--- src/rtl/sci_pkg.sv ---
// Shared encodings for the SCI control sequencer: opcodes, functs, ALU ops and FSM states.
package sci_pkg;

   localparam logic [5:0] OP_RTYPE = 6'h00;
   localparam logic [5:0] OP_ADDI  = 6'h08;
   localparam logic [5:0] OP_LW    = 6'h23;
   localparam logic [5:0] OP_SW    = 6'h2B;

   localparam logic [5:0] FN_ADD = 6'h20;
   localparam logic [5:0] FN_SUB = 6'h22;
   localparam logic [5:0] FN_AND = 6'h24;
   localparam logic [5:0] FN_OR  = 6'h25;
   localparam logic [5:0] FN_SLT = 6'h2A;

   localparam int unsigned ALU_ADD = 0;
   localparam int unsigned ALU_SUB = 1;
   localparam int unsigned ALU_AND = 2;
   localparam int unsigned ALU_OR  = 3;
   localparam int unsigned ALU_SLT = 4;

   typedef enum logic [2:0] {
      IDLE,
      DECODE,
      EXEC,
      MEM,
      WB
   } seqStateT;

endpackage

--- src/rtl/sci_ctrl_seq_if.sv ---
// Instruction/loader handshake and datapath control bundle of the SCI sequencer.
// Loader signals exist only when SCI_CTRL_LOADER_EN is defined.
interface sci_ctrl_seq_if #(parameter int ALU_OP_W = 4);
   logic                inst_valid;
   logic [31:0]         inst;
   logic                inst_ready;
`ifdef SCI_CTRL_LOADER_EN
   logic                ld_wr_en;
   logic [4:0]          ld_wr_reg;
   logic [31:0]         ld_wr_data;
   logic                ld_wr_ack;
`endif
   logic [4:0]          rd_reg1;
   logic [4:0]          rd_reg2;
   logic [15:0]         imme;
   logic [5:0]          op_code;
   logic [ALU_OP_W-1:0] alu_op;
   logic                alu_src_imm;
   logic                mem_rd;
   logic                mem_wr;
   logic                wr_en;
   logic [4:0]          wr_reg;
   logic                sel_ch;
   logic [31:0]         sel_data;
   logic                busy;
   logic                done;
   logic                illegal;

   modport master (
      output inst_valid, inst,
      input  inst_ready, rd_reg1, rd_reg2, imme, op_code, alu_op, alu_src_imm,
             mem_rd, mem_wr, wr_en, wr_reg, sel_ch, sel_data, busy, done, illegal
`ifdef SCI_CTRL_LOADER_EN
      , output ld_wr_en, ld_wr_reg, ld_wr_data
      , input  ld_wr_ack
`endif
   );

   modport slave (
      input  inst_valid, inst,
      output inst_ready, rd_reg1, rd_reg2, imme, op_code, alu_op, alu_src_imm,
             mem_rd, mem_wr, wr_en, wr_reg, sel_ch, sel_data, busy, done, illegal
`ifdef SCI_CTRL_LOADER_EN
      , input  ld_wr_en, ld_wr_reg, ld_wr_data
      , output ld_wr_ack
`endif
   );
endinterface

--- src/rtl/sci_decode.sv ---
// Combinational op/funct decoder for the SCI sequencer.
module sci_decode
   import sci_pkg::*;
#(
   parameter int ALU_OP_W = 4
) (
   input  logic [5:0]          op,
   input  logic [5:0]          funct,
   output logic [ALU_OP_W-1:0] alu_op,
   output logic                alu_src_imm,
   output logic                is_load,
   output logic                is_store,
   output logic                wr_rt,
   output logic                illegal
);

   always_comb begin
      alu_op      = '0;
      alu_src_imm = 1'b0;
      is_load     = 1'b0;
      is_store    = 1'b0;
      wr_rt       = 1'b0;
      illegal     = 1'b0;
      case (op)
         OP_RTYPE: begin
            case (funct)
               FN_ADD:  alu_op = ALU_OP_W'(ALU_ADD);
               FN_SUB:  alu_op = ALU_OP_W'(ALU_SUB);
               FN_AND:  alu_op = ALU_OP_W'(ALU_AND);
               FN_OR:   alu_op = ALU_OP_W'(ALU_OR);
               FN_SLT:  alu_op = ALU_OP_W'(ALU_SLT);
               default: illegal = 1'b1;
            endcase
         end
         OP_ADDI: begin
            alu_src_imm = 1'b1;
            wr_rt       = 1'b1;
         end
         OP_LW: begin
            alu_src_imm = 1'b1;
            wr_rt       = 1'b1;
            is_load     = 1'b1;
         end
         OP_SW: begin
            alu_src_imm = 1'b1;
            is_store    = 1'b1;
         end
         default: illegal = 1'b1;
      endcase
   end

endmodule

--- src/rtl/sci_ctrl_seq.sv ---
// Multi-cycle SCI control sequencer: IDLE/DECODE/EXEC/MEM/WB FSM and register-file write-port mux.
// Define SCI_CTRL_LOADER_EN to add the external loader port and its IDLE-time arbitration.
module sci_ctrl_seq
   import sci_pkg::*;
#(
   parameter int ALU_OP_W = 4
) (
   input logic           clk,
   input logic           rst_n,
   sci_ctrl_seq_if.slave bus
);

   seqStateT            state;
   logic [31:0]         instR;
   logic [31:0]         decInst;
   logic [ALU_OP_W-1:0] decAluOp;
   logic                decAluSrcImm, decIsLoad, decIsStore, decWrRt, decIllegal;
   logic [ALU_OP_W-1:0] aluOpQ;
   logic                aluSrcImmQ, memRdQ, memWrQ, wrEnQ, doneQ, illegalQ;
   logic [4:0]          wrRegQ;
   logic                isIdle, ldAck, instReady;

   assign isIdle = (state == IDLE);

   // In IDLE the live word is decoded so `illegal` can be registered at the accept edge.
   assign decInst = isIdle ? bus.inst : instR;

   sci_decode #(.ALU_OP_W(ALU_OP_W)) uDecode (
      .op          (decInst[31:26]),
      .funct       (decInst[5:0]),
      .alu_op      (decAluOp),
      .alu_src_imm (decAluSrcImm),
      .is_load     (decIsLoad),
      .is_store    (decIsStore),
      .wr_rt       (decWrRt),
      .illegal     (decIllegal)
   );

`ifdef SCI_CTRL_LOADER_EN
   assign ldAck         = isIdle & rst_n & bus.ld_wr_en;
   assign bus.ld_wr_ack = ldAck;
   assign bus.sel_ch    = ldAck;
   assign bus.sel_data  = ldAck ? bus.ld_wr_data : '0;
   assign bus.wr_reg    = ldAck ? bus.ld_wr_reg : wrRegQ;
`else
   assign ldAck         = 1'b0;
   assign bus.sel_ch    = 1'b0;
   assign bus.sel_data  = '0;
   assign bus.wr_reg    = wrRegQ;
`endif

   assign instReady       = isIdle & rst_n & ~ldAck;
   assign bus.inst_ready  = instReady;
   assign bus.wr_en       = wrEnQ | ldAck;
   assign bus.busy        = ~isIdle;
   assign bus.done        = doneQ;
   assign bus.illegal     = illegalQ;
   assign bus.mem_rd      = memRdQ;
   assign bus.mem_wr      = memWrQ;
   assign bus.alu_op      = aluOpQ;
   assign bus.alu_src_imm = aluSrcImmQ;
   assign bus.op_code     = instR[31:26];
   assign bus.rd_reg1     = instR[25:21];
   assign bus.rd_reg2     = instR[20:16];
   assign bus.imme        = instR[15:0];

   always_ff @(posedge clk or negedge rst_n) begin
      if (!rst_n) begin
         state      <= IDLE;
         instR      <= '0;
         aluOpQ     <= '0;
         aluSrcImmQ <= 1'b0;
         memRdQ     <= 1'b0;
         memWrQ     <= 1'b0;
         wrEnQ      <= 1'b0;
         wrRegQ     <= '0;
         doneQ      <= 1'b0;
         illegalQ   <= 1'b0;
      end else begin
         memRdQ   <= 1'b0;
         memWrQ   <= 1'b0;
         wrEnQ    <= 1'b0;
         wrRegQ   <= '0;
         doneQ    <= 1'b0;
         illegalQ <= 1'b0;
         case (state)
            IDLE: begin
               if (bus.inst_valid && instReady) begin
                  instR    <= bus.inst;
                  illegalQ <= decIllegal;
                  state    <= DECODE;
               end
            end
            DECODE: begin
               if (decIllegal) begin
                  state <= IDLE;
               end else begin
                  aluOpQ     <= decAluOp;
                  aluSrcImmQ <= decAluSrcImm;
                  state      <= EXEC;
               end
            end
            EXEC: begin
               if (decIsLoad || decIsStore) begin
                  memRdQ <= decIsLoad;
                  memWrQ <= decIsStore;
                  doneQ  <= decIsStore;
                  state  <= MEM;
               end else begin
                  wrEnQ  <= 1'b1;
                  wrRegQ <= decWrRt ? instR[20:16] : instR[15:11];
                  doneQ  <= 1'b1;
                  state  <= WB;
               end
            end
            MEM: begin
               if (decIsStore) begin
                  aluOpQ     <= '0;
                  aluSrcImmQ <= 1'b0;
                  state      <= IDLE;
               end else begin
                  wrEnQ  <= 1'b1;
                  wrRegQ <= instR[20:16];
                  doneQ  <= 1'b1;
                  state  <= WB;
               end
            end
            WB: begin
               aluOpQ     <= '0;
               aluSrcImmQ <= 1'b0;
               state      <= IDLE;
            end
            default: state <= IDLE;
         endcase
      end
   end

endmodule
--- src/flat_wrapper.sv ---
// flat-port wrapper written by rule: the top's interface ports become plain ports
module sci_ctrl_seq_flat import sci_pkg::*;
#(
   parameter int ALU_OP_W = 4
)
  (clk, rst_n, bus_inst_valid, bus_inst, bus_inst_ready, bus_rd_reg1, bus_rd_reg2, bus_imme, bus_op_code, bus_alu_op, bus_alu_src_imm, bus_mem_rd, bus_mem_wr, bus_wr_en, bus_wr_reg, bus_sel_ch, bus_sel_data, bus_busy, bus_done, bus_illegal);
  sci_ctrl_seq_if #(.ALU_OP_W(ALU_OP_W)) bus_i ();
  input logic clk;
  input logic rst_n;
  input wire logic [$bits(bus_i.inst_valid)-1:0] bus_inst_valid;
  input wire logic [$bits(bus_i.inst)-1:0] bus_inst;
  output wire logic [$bits(bus_i.inst_ready)-1:0] bus_inst_ready;
  output wire logic [$bits(bus_i.rd_reg1)-1:0] bus_rd_reg1;
  output wire logic [$bits(bus_i.rd_reg2)-1:0] bus_rd_reg2;
  output wire logic [$bits(bus_i.imme)-1:0] bus_imme;
  output wire logic [$bits(bus_i.op_code)-1:0] bus_op_code;
  output wire logic [$bits(bus_i.alu_op)-1:0] bus_alu_op;
  output wire logic [$bits(bus_i.alu_src_imm)-1:0] bus_alu_src_imm;
  output wire logic [$bits(bus_i.mem_rd)-1:0] bus_mem_rd;
  output wire logic [$bits(bus_i.mem_wr)-1:0] bus_mem_wr;
  output wire logic [$bits(bus_i.wr_en)-1:0] bus_wr_en;
  output wire logic [$bits(bus_i.wr_reg)-1:0] bus_wr_reg;
  output wire logic [$bits(bus_i.sel_ch)-1:0] bus_sel_ch;
  output wire logic [$bits(bus_i.sel_data)-1:0] bus_sel_data;
  output wire logic [$bits(bus_i.busy)-1:0] bus_busy;
  output wire logic [$bits(bus_i.done)-1:0] bus_done;
  output wire logic [$bits(bus_i.illegal)-1:0] bus_illegal;
  assign bus_i.inst_valid = bus_inst_valid;
  assign bus_i.inst = bus_inst;
  assign bus_inst_ready = bus_i.inst_ready;
  assign bus_rd_reg1 = bus_i.rd_reg1;
  assign bus_rd_reg2 = bus_i.rd_reg2;
  assign bus_imme = bus_i.imme;
  assign bus_op_code = bus_i.op_code;
  assign bus_alu_op = bus_i.alu_op;
  assign bus_alu_src_imm = bus_i.alu_src_imm;
  assign bus_mem_rd = bus_i.mem_rd;
  assign bus_mem_wr = bus_i.mem_wr;
  assign bus_wr_en = bus_i.wr_en;
  assign bus_wr_reg = bus_i.wr_reg;
  assign bus_sel_ch = bus_i.sel_ch;
  assign bus_sel_data = bus_i.sel_data;
  assign bus_busy = bus_i.busy;
  assign bus_done = bus_i.done;
  assign bus_illegal = bus_i.illegal;
  sci_ctrl_seq #(.ALU_OP_W(ALU_OP_W)) u_core (.clk(clk), .rst_n(rst_n), .bus(bus_i));
endmodule
--- config.mk ---
export PLATFORM = sky130hd
export DESIGN_NAME = sci_ctrl_seq_flat
export DESIGN_NICKNAME = d
export VERILOG_FILES = /design/src/rtl/sci_pkg.sv /design/src/rtl/sci_ctrl_seq_if.sv /design/src/rtl/sci_decode.sv /design/src/rtl/sci_ctrl_seq.sv /design/src/flat_wrapper.sv
export SDC_FILE = /design/constraint.sdc
export NUM_CORES = 1
export LEC_CHECK = 0
export ABC_AREA = 1
export CAP_MARGIN = 20
export CORE_ASPECT_RATIO = 1.5
export CORE_MARGIN = 2
export CORE_UTILIZATION = 39
export CTS_BUF_LIST = sky130_fd_sc_hd__clkbuf_8
export CTS_CLUSTER_SIZE = 25
export DETAILED_ROUTE_END_ITERATION = 10
export MAX_ROUTING_LAYER = met4
export PLACE_DENSITY = 0.78
export SETUP_SLACK_MARGIN = 0.5
export SYNTH_ARGS = -nofsm -noshare
export SYNTH_HDL_FRONTEND = slang
export SYNTH_HIERARCHICAL = 1
export SYNTH_SLANG_ARGS = --single-unit
export TNS_END_PERCENT = 20
--- constraint.sdc ---
create_clock -name clk -period 2.25 [get_ports clk]
set_input_delay 0.45 -clock clk [delete_from_list [all_inputs] [get_ports clk]]
set_output_delay 0.45 -clock clk [all_outputs]
set_load 0.02 [all_outputs]
# == Word level (Yosys, flattened, before mapping) ==
# Cells that the tools add are included.
# totals
register_bits,50
in_bits,35
out_inout_bits,82
word_cells,72
# op_classes
n_eq_ne,15
muxes,35
n_bitwise,2
n_reduce_logical,10
# op_table
operator,count
"equality test 6 bit, second input constant",7
2-to-1 mux 32 bit,1
one-hot mux 3 bit (4 select lines),2
2-to-1 mux 1 bit,16
2-to-1 mux 5 bit,3
2-to-1 mux 3 bit,4
one-hot mux 4 bit (3 select lines),1
one-hot mux 5 bit (2 select lines),1
2-to-1 mux 4 bit,2
"equality test 3 x 2 -> 1 bit, second input constant",2
"equality test 6 x 4 -> 1 bit, second input constant",1
zero test 6 bit,1
one-hot mux 1 bit (2 select lines),3
OR reduction 5 bit,1
"!= test 2 bit, second input constant",2
"equality test 3 x 1 -> 1 bit, second input constant",1
"equality test 3 bit, second input constant",1
zero test 3 bit,1
one-hot mux 1 bit (3 select lines),1
AND reduction 3 bit,1
nonzero test 3 bit,1
OR reduction 3 bit,1
2-to-1 mux 2 bit,1
"!= test 2 x 1 -> 1 bit, second input constant",1
other kinds (6),6

# == Depth between registers and ports, before layout ==
# logic_depth
ltp_word,8
depth_mapped,16
ltp_nobuf,15

# == Hierarchy ==
# The synthesis kept the hierarchy.
# modules_own_cells
module,n_inst,cells_each,area_each_um2,seq_area_each_um2
sci_ctrl_seq,1,283,2439.8,1251.2
sci_decode,1,45,209.0,0.0

# == Least setup slack after synthesis ==
# No wires, ideal clock.
# synth_timing
path_kind,reg-to-reg
start,register u_core.state[0]
end,register u_core.aluOpQ[0] (netlist: u_core/bus.alu_op[0])
setup_ns,0.118
arrival_ns,2.107
required_ns,2.132
slack_ns,0.026
stages_incl_launch_ff,16
path_buffers,1
period_less_slack_ns,2.224
cell_sequence,dfrtp_1 > nor2_2 > nand2_4 > clkbuf_1 > o21ai_0 > nand2_1 > inv_1 > nand2_1 > a22oi_1 > o21ai_1 > inv_1 > nand4_1 > nand2_1 > nand2_1 > nand2_1 > nand2_1
# synth_via
word_cells_on_any_way,27
classes_between,eq/ne: 13; mux: 8; reduce/logical: 6
# synth_lines
item,line,text
"start, declared",sci_ctrl_seq.sv:13,seqStateT state;
"start signal, assigned",sci_ctrl_seq.sv:69,state <= IDLE;
"start signal, assigned",sci_ctrl_seq.sv:91,state <= DECODE;
"start signal, assigned",sci_ctrl_seq.sv:96,state <= IDLE;
zero test 3 bit (*),sci_ctrl_seq.sv:23,assign isIdle = (state == IDLE);
2-to-1 mux 32 bit (*),sci_ctrl_seq.sv:26,assign decInst = isIdle ? bus.inst : instR;
via u_core.decInst[27],sci_ctrl_seq.sv:15,logic [31:0] decInst;
equality test 6 bit or equality test 6 x 4 -> 1 bit (tied branches),sci_decode.sv:24,case (op)
OR reduction 3 bit (no line),-,
one-hot mux 1 bit (2 select lines) (*),sci_decode.sv:24,
via u_core.decIllegal,sci_ctrl_seq.sv:17,"logic decAluSrcImm, decIsLoad, decIsStore, decWrRt, decIllegal;"
!= test 2 bit (no line) (*),-,
AND reduction 3 bit (no line) (*),-,
"end signal, assigned",sci_ctrl_seq.sv:98,aluOpQ <= decAluOp;
"end, declared",sci_ctrl_seq.sv:18,logic [ALU_OP_W-1:0] aluOpQ;
# The timed path passes the listed nets; every way through them passes the cells marked *. The select of a mux whose other input is x is not followed.
# A chain may end at the register's enable or synchronous reset.

# == Final worst setup path ==
# layout_timing
start,register u_core.state[1]
end,register u_core.aluSrcImmQ (netlist: u_core/bus.alu_src_imm)
# layout_via
elab_chain_cells,8
word_cells_on_any_way,26
classes_between,eq/ne: 13; mux: 7; reduce/logical: 6
# layout_lines
item,line,text
zero test 3 bit (*),sci_ctrl_seq.sv:23,
2-to-1 mux 32 bit (*),sci_ctrl_seq.sv:26,
via u_core.decInst[3],sci_ctrl_seq.sv:15,
equality test 6 bit,sci_decode.sv:26,case (funct)
OR reduction 5 bit (no line) (*),-,
2-to-1 mux 1 bit (*),sci_decode.sv:26,
one-hot mux 1 bit (2 select lines) (*),sci_decode.sv:24,
via u_core.decIllegal,sci_ctrl_seq.sv:17,
!= test 2 bit (no line) (*),-,
AND reduction 3 bit (no line) (*),-,
"end signal, assigned",sci_ctrl_seq.sv:99,aluSrcImmQ <= decAluSrcImm;
"end, declared",sci_ctrl_seq.sv:19,"logic aluSrcImmQ, memRdQ, memWrQ, wrEnQ, doneQ, illegalQ;"
# Marked as above.

==> results.toml <==
[clocking]
clk_path_buf_depth = 2
cts-root-buf = "clkbuf_8"
clock_sinks = 50
htreeDepth = 2
clk_pin_slew_ns = 0.10
clock_latency_ns = 0.31
cts_tree = "done"
cts_made_buffers = 5

[place]
hpwl_mm = 4.477
portBuffers = 83
globalplace.congestion = 0.7773
placed_area_um2 = 3442

[timing]
worst_slew_pin_slew_ns = 0.6268
fmax_mhz = 473.4
grt_setup_unrepaired = "true"
hold_slack_ns = 0.2664
fin_worst_skew_ns = 0.01441
slew_headroom_pct = 58.22
setup_violations = 0
finalMaxSlewViolations = 0
hold_violations = 0
timing.final.crit_share_pct = 93.88
post-route-min-period_ns = 2.112

[power]
ir_worst_vdd_uv = 813.0
powerDensity_nw_per_um2 = 1281
leakage_uw = 0.001872

[critical_path]
cp.required_ns = 2.45
critPathCaptureType = "register"
worstReg2RegEnd = "u_core/bus.alu_src_imm$_DFFE_PN0P_"
rrSetupSlack_ns = 0.14
rr_worst_depth = 15
timing.rr.start = "u_core/state[1]$_DFFE_PN0P_"
slowest_stage = "dfrtp_1"
cp-start-kind = "register"
critical_path.cell_chain = "nor2_4 -> buf_12 -> nand2_4 -> o21ai_4 -> inv_1 -> nor2_1 -> nand3_2 -> nand3_2 -> o21ai_2 -> inv_2 -> nand4_1 -> nand2_1 -> nand2_2 -> nand2_1 -> nand2_1"
path_class = "register to register"
path_max_fanout = 7
crit_arrival_ns = 2.31
slowest_delay_ns = 0.43
crit_top_cell = "nand2_1"

[synthesis]
syn_avg_cell_area_um2 = 8.076
syn_inst = 328
ys_seq_area_share_pct = 47.24
synth_top_family_by_area = "simple AND/OR/NAND/NOR gates"
yosysTopAreaCell = "dfrtp_1"
netlist-cell-type-count = 25
ys_ff_latch = 50
synth_compound_area_share_pct = 10.34
synth_area_leaders = "dfrtp_1 (47%), nand2_1 (13%), buf_4 (9.9%)"
synth.area.mux_share_pct = 0
synthAdderAreaFrac_pct = 0
synth-xor-area-share_pct = 0
netlist_area_um2 = 2649
synth-simple-area-share_pct = 24.89
yosysTopAreaCellShare_pct = 47.24
ys_warn_count = 6

[detailed_routing]
drt-initial-drc-count = 134
wl_per_cell_um = 12.82
drc = 0
wl_met3_um = 311
wl_met1_mm = 2.256
viasPerCell = 4.752
wirelength_mm = 6.395
antenna_left = 0
wl_met2_mm = 3.639
firstDrtPassIters = 5
top_layer_used = "met4"
vias = 2371

[layout]
nNetsFinal = 457
postLayoutCellArea_um2 = 3760
largest_reg_flops = 32
area_growth_pct = 41.95
antennaDiodeCount = 0
final_layout_size_suffix_gt1_share_pct = 15.60
final_cell_mix = "nand2_1 (87), clkdlybuf4s50_1 (80), dfrtp_1 (49)"
final_common_cell = "nand2_1"

[grt]
grt_pass1_vias = 2338
grt_pass1_wl_mm = 10.67
grt_max_degree = 52
antenna_found_initial = 0
grt-ovfl-total = 0
grt_usage_pct = 18.30

[floorplan]
dieArea_um2 = 7481
row_count = 36
initial_core_util_pct = 40.56
die_h_um = 104.9
ios = 117
die_w_um = 71.29
coreArea_um2 = 6531

[flow_run]
maxCapViolCount = 0

[run_status]
outcome = "completed"

[min_path]
hold_path_class = "input pin to async pin"
[synth_stat cells, drive strengths merged]
| master | count |
|---|---|
| a22oi | 1 |
| nand3 | 22 |
| a21oi | 1 |
| dfrtp | 50 |
| nand2 | 94 |
| conb | 2 |
| clkbuf | 4 |
| buf | 41 |
| nand3b | 1 |
| or2 | 1 |
| nor2 | 20 |
| o21ai | 28 |
| o22ai | 5 |
| nor3 | 1 |
| o21a | 10 |
| nand4 | 9 |
| clkinv | 1 |
| inv | 37 |
[report_power, final]
part / switching, uW / internal (uW)
Clock: 298 / 215
Sequential: 225 / 1220
Combinational: 1630 / 1230
Total: 2150 / 2670
[kinds of logic (layout without fill, tap and decap cells)]
logic type / count (synthesis) / in the layout
buffers and inverters: 83 / 144
and+or+nand+nor: 148 / 150
DFF: 50 / 50
AOI/OAI and AO/OA: 45 / 45
other: 2 / 34
[worst max-delay path, delay by kind of cell (launching register included)]
family                 cells  cell delay, ns
AOI/OAI and AO/OA          2            0.24
buffers and inverters      3            0.28
DFF                        1            0.43
and+or+nand+nor           10            1.05
[area by class of cell]
type | instances | area (um^2)
Clock inverter | 3 | 17.52
Tap cell | 76 | 95.09
Multi-Input combinational cell | 229 | 1215
Timing Repair Buffer | 98 | 963.4
Clock buffer | 5 | 68.82
Fill cell | 569 | 2771
Sequential cell | 50 | 1252
Inverter | 38 | 147.6
[repair_timing]
item / in CTS / in global routing
setup buffers: 5 / 3
hold buffers: 0 / 0
pin swaps: 3 / 11
resized for setup: 15 / 30
gates cloned: 2 / 0
setup endpoints to repair: 70 / 86
[metal layers]
metal  vias up  GRT usage [%]
li1       1161              -
met1      1107          18.95
met2        90          32.94
met3        13          2.989
met4         0          8.491
met5         -              -
[through the flow]
step / setup WS, ns / power [uW] / cells / TNS, ns / util, %
finish: 0.1378 / 4818 / 499 / 0 / 57.57
global placement: -0.04075 / 3810 / 481 / -0.1997 / 52.70
floorplan: 0.2672 / 2980 / 360 / 0 / -
CTS: 0.1233 / 4621 / 496 / 0 / 55.82
detailed placement: -0.05840 / 3879 / 481 / -0.2417 / 52.70
global route: 0.002990 / 5160 / 499 / 0 / 57.57
[worst max-delay path by stage]
stage	end	from	slack, ns	depth (start not counted)
2_1_floorplan	u_core/bus.alu_op[0]$_DFFE_PN0P_	u_core/state[0]$_DFFE_PN0P_	0.27	15
3_3_place_gp	u_core/bus.alu_op[3]$_DFFE_PN0P_	bus_inst[31]	-0.04	14
3_5_place_dp	u_core/bus.alu_src_imm$_DFFE_PN0P_	bus_inst[2]	-0.06	14
4_1_cts	u_core/bus.alu_src_imm$_DFFE_PN0P_	u_core/state[0]$_DFFE_PN0P_	0.12	17
5_1_grt	u_core/bus.alu_src_imm$_DFFE_PN0P_	u_core/state[1]$_DFFE_PN0P_	0.003	16
6_report	u_core/bus.alu_src_imm$_DFFE_PN0P_	u_core/state[1]$_DFFE_PN0P_	0.14	15
(Power assumes the default switching activity.)
